==> src/rtl/fp32_mult_pkg.sv <==
// ---------------------------------------------------------------------------
// fp32_mult_pkg
// Shared constants and types for the FP32 multiplier normalise/round stage.
//   EXP_BIAS / QNAN / EXP_MAX : IEEE-754 single constants
//   FLAG_*                    : bit positions in the 4-bit status flag vector
//   EXC_*                     : bit positions in the 5-bit input-exception vector
//   stage1_t                  : contents of the stage-1 pipeline register
// ---------------------------------------------------------------------------
`timescale 1ns/1ps

package fp32_mult_pkg;

    localparam int          EXP_BIAS = 127;
    localparam logic [31:0] QNAN     = 32'h7FC0_0000;
    localparam logic [7:0]  EXP_MAX  = 8'hFF;

    // Status flag layout {NV, OF, UF, NX}
    localparam int FLAG_NV = 3;
    localparam int FLAG_OF = 2;
    localparam int FLAG_UF = 1;
    localparam int FLAG_NX = 0;

    // Input exception layout {any, ANaN, BNaN, AInf, BInf}
    localparam int EXC_ANY  = 4;
    localparam int EXC_ANAN = 3;
    localparam int EXC_BNAN = 2;
    localparam int EXC_AINF = 1;
    localparam int EXC_BINF = 0;

    // Stage-1 register: sign, zero detects, exceptions, unrounded exponent
    // (10-bit signed so both underflow and overflow stay representable),
    // 23-bit mantissa plus guard and sticky bits.
    typedef struct packed {
        logic              sign;
        logic              za;
        logic              zb;
        logic [4:0]        exc;
        logic signed [9:0] exp;
        logic [22:0]       man;
        logic              g;
        logic              s;
    } stage1_t;

endpackage

==> src/rtl/fp32_mult_norm_round_round.sv <==
// ---------------------------------------------------------------------------
// fp32_round
// Combinational rounding of a normalised 23-bit mantissa.
//   i_man, i_g, i_s : mantissa, guard bit, sticky bit
//   i_exp           : unrounded signed exponent
//   o_man, o_exp    : rounded mantissa / exponent (carry-out bumps exponent)
//   o_inexact       : guard | sticky
// Build option: define FP_MULT_RNE_EN for round-to-nearest-even; otherwise
// the mantissa is truncated (round toward zero).
// ---------------------------------------------------------------------------
`timescale 1ns/1ps

module fp32_round
    import fp32_mult_pkg::*;
(
    input  logic [22:0]       i_man,
    input  logic              i_g,
    input  logic              i_s,
    input  logic signed [9:0] i_exp,
    output logic [22:0]       o_man,
    output logic signed [9:0] o_exp,
    output logic              o_inexact
);

    logic        w_inc;
    logic [23:0] w_sum;

    // Increment decision: ties go to the even mantissa in RNE; truncation
    // never increments.
`ifdef FP_MULT_RNE_EN
    assign w_inc = i_g & (i_s | i_man[0]);
`else
    assign w_inc = 1'b0;
`endif

    assign w_sum = {1'b0, i_man} + {23'd0, w_inc};

    // A carry out of the mantissa means 1.111..1 rounded up to 10.0, so the
    // fraction becomes zero and the exponent moves up by one.
    always_comb begin
        o_man     = w_sum[22:0];
        o_exp     = i_exp;
        o_inexact = i_g | i_s;
        if (w_sum[23]) begin
            o_man = 23'd0;
            o_exp = i_exp + 10'sd1;
        end
    end

endmodule

==> src/rtl/fp32_mult_norm_round.sv <==
// ---------------------------------------------------------------------------
// fp32_mult_norm_round
// Downstream stage of the FP32 multiplier: forms the result exponent,
// normalises the 48-bit mantissa product, rounds and applies the
// exception / overflow / underflow overrides. Two-stage valid/ready pipeline.
//   clk, rst_n          : clock, asynchronous active-low reset
//   in_valid, in_ready  : input handshake
//   Sa, Sb, Ea, Eb      : operand signs and biased exponents
//   Mp                  : mantissa product, leading one at bit 47 or 46
//   InputExc            : {any, ANaN, BNaN, AInf, BInf}
//   out_valid, out_ready: output handshake
//   P, flags            : packed FP32 result, {NV, OF, UF, NX}
// Build option: FP_MULT_RNE_EN selects round-to-nearest-even (default is
// round toward zero); latency and handshake are the same in both builds.
// ---------------------------------------------------------------------------
`timescale 1ns/1ps

module fp32_mult_norm_round
    import fp32_mult_pkg::*;
(
    input  logic        clk,
    input  logic        rst_n,
    input  logic        in_valid,
    output logic        in_ready,
    input  logic        Sa,
    input  logic        Sb,
    input  logic [7:0]  Ea,
    input  logic [7:0]  Eb,
    input  logic [47:0] Mp,
    input  logic [4:0]  InputExc,
    output logic        out_valid,
    input  logic        out_ready,
    output logic [31:0] P,
    output logic [3:0]  flags
);

    logic              r_s1Valid;
    stage1_t           r_s1;
    logic              r_outValid;
    logic [31:0]       r_P;
    logic [3:0]        r_flags;

    logic              w_s2Take;
    logic              w_inReady;
    stage1_t           w_s1Next;
    logic [9:0]        w_expSum;
    logic [22:0]       w_manRnd;
    logic signed [9:0] w_expRnd;
    logic              w_inexact;
    logic              w_excAny;
    logic              w_nanIn;
    logic              w_infIn;
    logic              w_infTimesZero;
    logic [31:0]       w_P;
    logic [3:0]        w_flags;

    // Output register frees up when empty or being read; stage 1 frees up
    // when empty or when its contents move into the output register.
    assign w_s2Take  = ~r_outValid | out_ready;
    assign w_inReady = ~r_s1Valid | w_s2Take;
    assign in_ready  = w_inReady;
    assign out_valid = r_outValid;
    assign P         = r_P;
    assign flags     = r_flags;

    // Stage-1 datapath: sign, zero flush, exponent and normalisation.
    // The exponent sum is done in 10 bits; two's complement wrap gives the
    // correct signed result for negative (underflowing) exponents.
    always_comb begin
        w_s1Next      = '0;
        w_s1Next.sign = Sa ^ Sb;
        w_s1Next.za   = (Ea == 8'd0);
        w_s1Next.zb   = (Eb == 8'd0);
        w_s1Next.exc  = InputExc;
        w_expSum      = {2'b00, Ea} + {2'b00, Eb} + {9'd0, Mp[47]} - 10'(EXP_BIAS);
        w_s1Next.exp  = signed'(w_expSum);
        if (Mp[47]) begin
            w_s1Next.man = Mp[46:24];
            w_s1Next.g   = Mp[23];
            w_s1Next.s   = |Mp[22:0];
        end else begin
            w_s1Next.man = Mp[45:23];
            w_s1Next.g   = Mp[22];
            w_s1Next.s   = |Mp[21:0];
        end
    end

    // Stage-1 register: the valid bit follows in_valid whenever the stage
    // can load; data is only captured on an actual transfer.
    always_ff @(posedge clk or negedge rst_n) begin
        if (!rst_n) begin
            r_s1Valid <= 1'b0;
            r_s1      <= '0;
        end else if (w_inReady) begin
            r_s1Valid <= in_valid;
            if (in_valid) begin
                r_s1 <= w_s1Next;
            end
        end
    end

    fp32_round u_round (
        .i_man     (r_s1.man),
        .i_g       (r_s1.g),
        .i_s       (r_s1.s),
        .i_exp     (r_s1.exp),
        .o_man     (w_manRnd),
        .o_exp     (w_expRnd),
        .o_inexact (w_inexact)
    );

    // The "any" summary bit is implied by every individual exception bit, so
    // qualifying with it does not change the selected result.
    assign w_excAny       = r_s1.exc[EXC_ANY] | (|r_s1.exc[EXC_ANAN:EXC_BINF]);
    assign w_nanIn        = r_s1.exc[EXC_ANAN] | r_s1.exc[EXC_BNAN];
    assign w_infIn        = r_s1.exc[EXC_AINF] | r_s1.exc[EXC_BINF];
    assign w_infTimesZero = (r_s1.exc[EXC_AINF] & r_s1.zb) | (r_s1.exc[EXC_BINF] & r_s1.za);

    // Result selection in priority order: invalid, infinity, zero operand,
    // overflow, underflow, normal. Flags not set by a case stay zero.
    always_comb begin
        w_P     = '0;
        w_flags = '0;
        if (w_excAny && (w_nanIn || w_infTimesZero)) begin
            w_P              = QNAN;
            w_flags[FLAG_NV] = 1'b1;
        end else if (w_excAny && w_infIn) begin
            w_P = {r_s1.sign, EXP_MAX, 23'h0};
        end else if (r_s1.za || r_s1.zb) begin
            w_P = {r_s1.sign, 31'h0};
        end else if (w_expRnd >= 10'sd255) begin
            w_P              = {r_s1.sign, EXP_MAX, 23'h0};
            w_flags[FLAG_OF] = 1'b1;
            w_flags[FLAG_NX] = 1'b1;
        end else if (w_expRnd <= 10'sd0) begin
            w_P              = {r_s1.sign, 31'h0};
            w_flags[FLAG_UF] = 1'b1;
            w_flags[FLAG_NX] = 1'b1;
        end else begin
            w_P              = {r_s1.sign, w_expRnd[7:0], w_manRnd};
            w_flags[FLAG_NX] = w_inexact;
        end
    end

    // Output register: holds P/flags steady while the consumer stalls.
    always_ff @(posedge clk or negedge rst_n) begin
        if (!rst_n) begin
            r_outValid <= 1'b0;
            r_P        <= '0;
            r_flags    <= '0;
        end else if (w_s2Take) begin
            r_outValid <= r_s1Valid;
            if (r_s1Valid) begin
                r_P     <= w_P;
                r_flags <= w_flags;
            end
        end
    end

endmodule

==> config.mk <==
export PLATFORM = sky130hd
export DESIGN_NAME = fp32_mult_norm_round
export DESIGN_NICKNAME = d
export VERILOG_FILES = /design/src/rtl/fp32_mult_pkg.sv /design/src/rtl/fp32_mult_norm_round_round.sv /design/src/rtl/fp32_mult_norm_round.sv
export SDC_FILE = /design/constraint.sdc
export NUM_CORES = 1
export LEC_CHECK = 0
export CORE_AREA = 2 2 84 106
export DETAILED_ROUTE_END_ITERATION = 16
export DIE_AREA = 0 0 86 108
export PLACE_DENSITY = 0.79
export SYNTH_ARGS = -nofsm -noshare
export SYNTH_HDL_FRONTEND = slang
export SYNTH_SLANG_ARGS = --single-unit
==> constraint.sdc <==
create_clock -name clk -period 2 [get_ports clk]
set_clock_uncertainty 0.05 [all_clocks]
set_input_delay 0.2 -clock clk [delete_from_list [all_inputs] [get_ports clk]]
set_output_delay 0.2 -clock clk [all_outputs]
set_load 0.005 [all_outputs]
==> impl_metrics.tcl, run 1 <==
set metrics [dict create \
    layout.area.seq_um2 2002 \
    vias 3227 \
    grt_pass1_vias 3306 \
    die-area_um2 9288 \
    start_util_pct 47.11 \
    cts_tree "done" \
    die_height_um 108 \
    async_flop_share_pct 100.0 \
    fp.dieW_um 86 \
    drc_errors 0 \
    maxSlewViolCount 0 \
    overflow 0 \
    fin_setup_tns_ns 0 \
    cts.path.max_buffers 2 \
    hpwl_um 7050 \
    hold_viol_final 0 \
    power.density_nw_per_um2 752.4 \
    ys_seq_area_share_pct 51.86 \
    critPathCaptureType "flop" \
    p_leak_uw 0.002430 \
    routed_wl_um 9479 \
    clkSinkCount 80 \
    multi_input_area_um2 1851 \
    whs_ns 0.2218 \
    nets 580 \
    peakVddDrop_mv 0.4412 \
    coreArea_um2 8194 \
    status "complete, no violations" \
    cp.required_ns 2.21 \
    syn_avg_cell_area_um2 10.78 \
    insertion_delay_ns 0.35 \
    synth_top_area_cell "dfrtp_1" \
    wire_per_inst_um 16.07 \
    cts_root_buffer "clkbuf_8" \
    boundaryPins 113 \
    rsz0062_at_grt "yes" \
    ys_ff_latch 80 \
    drtIter0Drc 137 \
    netlist_top_cells_area "dfrtp_1 52%, mux2i_1 6.2%, o21ai_0 6.0%" \
    first_pass_iters 4 \
    critPathMaxFanout 3 \
    post-synth-top-count-cell "dfrtp_1" \
    synth_top_area_share_pct 51.86 \
    drive_above_1_share_pct 17.89 \
    areaGrowthSynthToFinish_pct 44.44 \
    antenna_found_initial 1 \
    path_class "primary input to flop" \
    maxCapViolations 0 \
    max_freq_ghz 0.5039 \
    vias_per_cell 5.469 \
    cts-buffers-inserted 9 \
    arrival_ns 2.19 \
    worst_slew_pin_slew_ns 0.4899 \
    synth_enable_flop_cells 0 \
    finalCritPeriodShare_pct 99.23 \
    nFillCells 640 \
    grt_util_all_layers_pct 21.19 \
    worstSetupStartpointType "primary input" \
    htreeDepth 3 \
    grt_first_pass_wirelength_um 15450 \
    slew_headroom_pct 67.09 \
    synth_area_um2 3860 \
    grt_max_degree 61 \
    clk_pin_slew_ns 0.08 \
    portBuffers 111 \
    syn_nets 450 \
    finalSetupViolCount 0 \
    ys_warn_count 0 \
    synth_cell_types 44 \
    gp_congestion 0.8092 \
    synthFlopType "dfrtp_1" \
    synthCells 358 \
    placementRows 37 \
    min_path_type "primary input to async pin" \
    period_needed_ns 1.985 \
    ant_nets 0 \
    p_total_uw 4195 \
    worstRegToRegCells 6 \
    synth_common_cells "80 x dfrtp_1, 47 x nand2_1, 46 x o21ai_0" \
]
## power breakdown
group	switching, uW	internal, uW	total [uW]
clock network	572	730	1300
registers	139	1800	1940
logic	432	521	953
total	1140	3050	4200
## final cells by class
type,instances,share of cell area (%)
Clock buffer,10,2.469
Tap cell,97,2.177
Inverter,10,0.7181
Sequential cell,80,35.91
Antenna cell,1,0.04488
Timing Repair Buffer,137,24.04
Clock inverter,5,1.459
Multi-Input combinational cell,250,33.19
## layout by cell type, fill, tap and decap left out, types with 3 or more instances in the layout
cell type and count:
mux2i_1 24, nand2b_1 3, a21oi_1 10, nor3_1 5, nand2_1 46, mux2_2 5
nor2_1 17, dfrtp_1 80, buf_4 23, a211oi_1 3, inv_1 6, ha_1 9
o21ai_0 45, a22o_2 16, o31ai_2 3, nor4_1 10, o21a_1 4, inv_2 3
ha_4 7, dlygate4sd2_1 3, clkdlybuf4s50_1 104, clkbuf_8 10, buf_12 3, a22o_1 7
xor2_1 3
## critical path, stage by stage
cell and delay (ns):
clkdlybuf4s50_1 0.44, ha_1 0.37, ha_4 0.27, o21a_1 0.18
o31a_1 0.13, o21a_1 0.20, o21a_1 0.20, o31ai_2 0.21
## sequential cells by signal, indices dropped and copies added (netlist names)
signal,flops
P,32
flags,4
out_valid,1
r_s1,42
r_s1Valid,1
## what timing repair did
| action | CTS | global route |
|---|---|---|
| gates resized for setup | 9 | 8 |
| setup endpoints to repair | 4 | 6 |
| pin swaps | 9 | 3 |
| hold endpoints to repair | 20 | 0 |
| setup buffers | 1 | 0 |
| hold buffers | 1 | 0 |
## cells by family (layout without fill, tap and decap cells)
group / Yosys count / in the layout / synth area share [%]
xor gates and xnor gates: 5 / 5 / 1.135
DFF: 80 / 80 / 51.86
AOI/OAI and AO/OA: 103 / 103 / 17.89
and+or+nand+nor: 96 / 96 / 12.45
buffers and inverters: 28 / 162 / 3.274
muxes: 29 / 29 / 7.682
other: 0 / 1 / 0
adders and majority gates: 17 / 17 / 5.705
## worst paths after layout
path / end / slack, ns / start
max in group asynchronous: r_s1[26] / 1.09 / rst_n
min reg2reg: flags[1] / 0.43 / flags[1]
max: r_s1[31] / 0.02 / Ea[3]
max reg2reg: P[12] / 0.30 / r_s1[41]
min: r_s1[7] / 0.22 / rst_n
min in group clk: r_s1[40] / 0.24 / Eb[1]
## layer usage
layer | vias up | global-route usage (%) | share of wire [%]
met5 | - | 0 | 0
met4 | 0 | 10.32 | 3.0
met3 | 24 | 3.969 | 4.3
met2 | 100 | 37.71 | 52
met1 | 1554 | 24.23 | 40
li1 | 1549 | - | -
## metrics by stage
step                instances  instance area, um2  utilization, %  worst slack [ns]
floorplan                 358                3920               -           -0.1670
global placement          572                5246           64.03           -0.4960
detailed placement        572                5246           64.03           -0.5488
CTS                       589                5527           67.45           0.01138
global route              590                5575           68.04          -0.06591
finish                    590                5575           68.04           0.01545
No activity file was read; power rests on OpenSTA's default activity.
==> run 2: changes to the inputs <==
--- a/config.mk
+++ b/config.mk
@@ -8,7 +8,9 @@
 export CORE_AREA = 2 2 84 106
 export DETAILED_ROUTE_END_ITERATION = 16
 export DIE_AREA = 0 0 86 108
+export MAX_ROUTING_LAYER = met4
 export PLACE_DENSITY = 0.79
+export REMOVE_ABC_BUFFERS = 1
 export SYNTH_ARGS = -nofsm -noshare
 export SYNTH_HDL_FRONTEND = slang
 export SYNTH_SLANG_ARGS = --single-unit
==> impl_metrics.tcl, run 2 (synthesis gave the netlist of run 1 again) <==
set metrics [dict create \
    gp_congestion 0.7640 \
    grt_pass1_vias 3220 \
    cp.required_ns 2.19 \
    worstPathBufferInverterCount 1 \
    dp_slack_ns -0.6082 \
    hold_viol_final 0 \
    fp.dieW_um 86 \
    slew_headroom_pct 70.93 \
    largest_reg_flops 42 \
    mostFrequentLayoutCell "clkdlybuf4s50_1" \
    vias_per_cell 5.422 \
    crit_path_cell_trace "clkdlybuf4s50_1 -> ha_1 -> ha_4 -> a211o_4 -> o22a_1 -> o31ai_4 -> or2_2 -> a22o_1" \
    cts.path.max_buffers 2 \
    cts_tree "done" \
    grt_max_degree 54 \
    die_height_um 108 \
    cp_slowest_cell "clkdlybuf4s50_1" \
    cts_root_buffer "clkbuf_8" \
    insertion_delay_ns 0.36 \
    drc_errors 0 \
    finalSetupViolCount 0 \
    grt_first_pass_wirelength_um 14950 \
    areaGrowthSynthToFinish_pct 43.53 \
    boundaryPins 113 \
    critPathMaxFanout 3 \
    drive_above_1_share_pct 17.31 \
    portBuffers 111 \
    routed_wl_um 9488 \
    clkSinkCount 80 \
    arrival_ns 2.12 \
    worst_slew_pin_slew_ns 0.4346 \
    nets 578 \
    slowest_delay_ns 0.43 \
    wire_per_inst_um 16.14 \
    coreArea_um2 8194 \
    path_delay_family "adder cells" \
    htreeDepth 3 \
    hpwl_um 7018 \
    maxCapViolations 0 \
    whs_ns 0.2007 \
    final_cell_mix "105 x clkdlybuf4s50_1, 80 x dfrtp_1, 46 x nand2_1" \
    postPlaceCellArea_um2 5219 \
    antenna_found_initial 0 \
    setup_ws_ns 0.07050 \
    largest_register "r_s1" \
    maxSlewViolCount 0 \
    first_pass_iters 4 \
    peakVddDrop_mv 0.3160 \
    min_path_type "primary input to flop" \
    grt_util_all_layers_pct 21.05 \
    cts-buffers-inserted 9 \
    path_class "primary input to flop" \
    critPathCaptureType "flop" \
    die-area_um2 9288 \
    rsz0062_at_grt "no" \
    power.density_nw_per_um2 722.1 \
    design_area_um2 5540 \
    placementRows 37 \
    clk_pin_slew_ns 0.08 \
    worstSetupStartpointType "primary input" \
    status "complete, no violations" \
    drtIter0Drc 153 \
    num_antenna_cells 0 \
    p_leak_uw 0.002419 \
    start_util_pct 47.11 \
    period_needed_ns 1.930 \
    vias 3188 \
    max_freq_ghz 0.5183 \
    ant_nets 0 \
    overflow 0 \
    finalCritPeriodShare_pct 96.48 \
]
-- run 2: worst reg2reg max path, delay by kind of cell, from the launching register on --
family	cells	cell delay, ns
AO/OA/AOI/OAI	2	0.43
buffers and inverters	1	0.17
AND/OR/NAND/NOR	3	0.55
flip-flops	1	0.42
-- run 2: path summary, 6_finish.rpt --
path / start / to / slack (ns) / cells past startpoint
max: Eb[6] / r_s1[34] / 0.07 / 8
min: Ea[2] / r_s1[41] / 0.20 / 4
max reg2reg: r_s1[41] / P[13] / 0.31 / 6
min reg2reg: r_s1[23] / r_s1[23] / 0.44 / 2
max in group asynchronous: rst_n / P[31] / 1.05 / 3
min in group asynchronous: rst_n / P[16] / 0.24 / 2
-- run 2: where the power goes --
group          switching [uW]  internal [uW]  total [uW]
clock                     588            514        1100
combinational             433            528         961
sequential                136           1800        1940
total                    1160           2840        4000
-- run 2: repair_timing --
action	4_1_cts	5_1_grt
cloned	0	0
endpoints found under the hold margin	27	0
setup buffers	1	0
setup endpoints to repair	4	5
pin swaps	5	11
gates resized for setup	9	15
hold buffers	1	0
-- run 2: metal layers --
layer | routed length (um) | GRT usage (%) | vias up
met5 | 0 | - | -
met2 | 4931 | 35.44 | 93
met1 | 3917 | 25.29 | 1531
met4 | 178 | 9.070 | 0
li1 | - | - | 1544
met3 | 460 | 2.824 | 20
-- run 2: final cells by class --
type	instances	area [um2]
flip-flops and latches	80	2002
inverters	10	37.54
clock buffers	11	151.4
well taps	97	121.4
clock inverters	5	31.28
repair buffers	135	1346
fillers	627	2654
multi-input cells	250	1851
-- run 2: per-stage QoR --
step	utilization (%)	TNS (ns)	instances	total power, uW
2_1_floorplan	-	-4.573	340	2358
3_3_place_gp	63.69	-2.797	570	2841
3_5_place_dp	63.69	-3.251	570	2873
4_1_cts	66.41	0	588	3985
5_1_grt	67.61	0	588	4202
6_report	67.61	0	588	4001
==> run 3: changes to the inputs <==
--- a/config.mk
+++ b/config.mk
@@ -5,6 +5,7 @@
 export SDC_FILE = /design/constraint.sdc
 export NUM_CORES = 1
 export LEC_CHECK = 0
+export CAP_MARGIN = 20
 export CORE_AREA = 2 2 84 106
 export DETAILED_ROUTE_END_ITERATION = 16
 export DIE_AREA = 0 0 86 108
==> results of run 3 <==
Same layout as run 2: the final DEF is identical, and so are final timing and power.
==> variant, RTL diff (config.mk and constraints of run 2) <==
The package constant `EXC_ANAN` goes from 3 to 2.
--- a/src/rtl/fp32_mult_pkg.sv
+++ b/src/rtl/fp32_mult_pkg.sv
@@ -22,7 +22,7 @@
 
     // Input exception layout {any, ANaN, BNaN, AInf, BInf}
     localparam int EXC_ANY  = 4;
-    localparam int EXC_ANAN = 3;
+    localparam int EXC_ANAN = 2;
     localparam int EXC_BNAN = 2;
     localparam int EXC_AINF = 1;
     localparam int EXC_BINF = 0;
Formal check against the unedited RTL: not equivalent (Yosys sat finds a counterexample within 4 cycles, from zero or initial values and one cycle with rst_n low).
==> variant against run 2 <==
  * Hold slack better by 16 ps
  * Routed wire length is 0.72% lower
  * Utilization is 1.5 points lower
  * Via count is 1.3% higher
  * Maximum frequency is 0.47% lower
  * Area after synthesis is 2.7% lower
  * Final area is 2.1% lower
  * Sequential cell count is 1 lower
  * Global-route usage is 0.96 points higher
  * Non-clock buffer count is 6 higher
  * Power is 2.5% higher
  * Critical path depth stayed put
  * Setup slack worse by 9.1 ps
  * Critical endpoint is now r_s1[31]
  * Largest cell class unchanged
  * Highest routed layer unchanged
==> variant: results (changes against run 2) <==
share of layout cells above drive strength 1 13.67% (-3.6 points); clock insertion delay at the later pin of the skew report 350 ps; Seq/Total Area, Yosys 52.61% (+0.75 points); post-synthesis cell type count 38 (-14%); Fill cells 633 (+0.96%); largest fanout on the critical path 3 (unchanged); cts bufs inserted 9 (unchanged); total track usage 22.01% (+0.96 points); IO Port Bufs 110 (-0.90%); CP arrival 2150 ps (+30 ps); routed metal-1 wirelength 3660 microns (-6.6%); CP top delay family compound AO/OA/AOI/OAI gates; Biggest register r_s1; CTS clk-pin slew, worst paths 80 ps (about the same); DP Area 0.005136 sq mm (-1.6%); WHS 216.3 ps (+15.51 ps); Synth top cells by count 79 x dfrtp_1, 45 x o21ai_0, 43 x nand2_1; Worst path max stage delay 430 ps (about the same); Initial DRC Count 129 (-16%); Yosys Warn Count 0 (unchanged); status finished clean; CTS H-tree lvls 3 (unchanged); # diodes 0 (unchanged); vias in the first global route 3306 (+2.7%); synthesis-to-finish area growth 44.29%; global-route wire length before repair 15550 microns (+4.0%); Detailed Routing Iterations Pass 1 6 (+2); Worst-Margin Slew 584.0 ps (+149.4 ps); vias per cell 5.504 (+1.5%); slowest CP cell clkdlybuf4s50_1; Post-synth ARST share 100.0% (unchanged); top sig layer met4; clk buf depth 2 (unchanged); hpwl dp 7084 microns (+0.93%); routed length on met3 487 microns (+5.9%); Largest register FFs 41 (-2.4%); fin nets 577 (-0.17%); met2 routed WL 5130 microns (+4.0%); Leak 2.398 nW (-0.87%); flop2flop setup slack 350 ps (+40 ps); pin count of the biggest net entering global routing 47 (-13%); clock root buffer clkbuf_8; initial antenna violation count 0 (unchanged); Area contributors post-synth dfrtp_1 53%, mux2i_1 6.4%, a22o_1 6.1%, o21ai_0 6.0%, ha_1 5.3%; Hold Crit Class input port to flop; Worst IR Drop VDD 373.8 uV (+18%); Placer Congestion 0.8284 (+8.4%); Total Routed Length 9420 microns (-0.72%)
-- variant: changes by cell type after synthesis, moves of 2 or more --
cell,before,now
buf_6,2,0
nor2_1,18,15
and4_1,2,0
nand2_1,47,43
clkbuf_1,11,9
a22o_1,7,26
buf_4,0,2
nor4_2,0,2
a22o_2,16,0
-- variant: timing repair --
action / in CTS / in global routing
gates resized for setup: 7 / 10
setup endpoints to repair: 7 / 6
buffers inserted: 2 / 0
hold endpoints to repair: 45 / 0
hold buffers: 1 / 0
pin swaps: 5 / 7
-- variant: area by class of cell --
cell class,instances,share of cell area [%]
inverters,10,0.6924
multi-input cells,244,32.06
clock buffers,11,2.423
flip-flops and latches,79,36.46
well taps,97,2.239
clock inverters,5,1.085
repair buffers,141,25.04
-- variant: worst register-to-register path: stages (launching register included) --
cell and delay, ps:
dfrtp_1 430, nor4_1 300, a31oi_1 150, nand2b_1 180, nor2_2 80, buf_12 160
a22o_1 190
-- variant: power breakdown --
group / switching, W / leakage [nW] / total [W] / internal [W]
logic: 0.000434 / 1.33 / 0.000993 / 0.000560
registers: 0.000156 / 0.979 / 0.00196 / 0.00180
clock network: 0.000572 / 0.0895 / 0.00115 / 0.000577
-- variant: through the flow --
step           instances  worst slack [ps]
2_1_floorplan        333            -223.9
3_3_place_gp         568            -610.0
3_5_place_dp         568            -652.2
4_1_cts              587             10.59
5_1_grt              587            -42.01
6_report             587             61.37
-- variant: kinds of logic after synthesis --
logic type | after synthesis | synth area share [%]
AO/OA/AOI/OAI | 104 | 18.12
XOR/XNOR | 5 | 1.166
adder cells (fa/ha/maj) | 17 | 5.861
buffers and inverters | 27 | 3.097
flip-flops | 79 | 52.61
multiplexers | 28 | 7.592
AND/OR/NAND/NOR | 90 | 11.55
-- variant: layer usage --
layer | vias to the layer above | track usage (%)
li1 | 1538 | -
met1 | 1583 | 24.21
met2 | 94 | 39.37
met3 | 16 | 4.809
met4 | 0 | 7.029
met5 | - | -
-- variant: final timing paths --
| kind | end | from | cells past startpoint |
|---|---|---|---|
| worst min register to register | flags[1] | flags[1] | 2 |
| max in group asynchronous | P[10] | rst_n | 3 |
| worst max register to register | P[10] | r_s1[31] | 6 |
| worst min-delay path | r_s1[40] | Eb[1] | 4 |
| worst max-delay path | r_s1[31] | Eb[2] | 8 |
| min in group asynchronous | P[5] | rst_n | 2 |
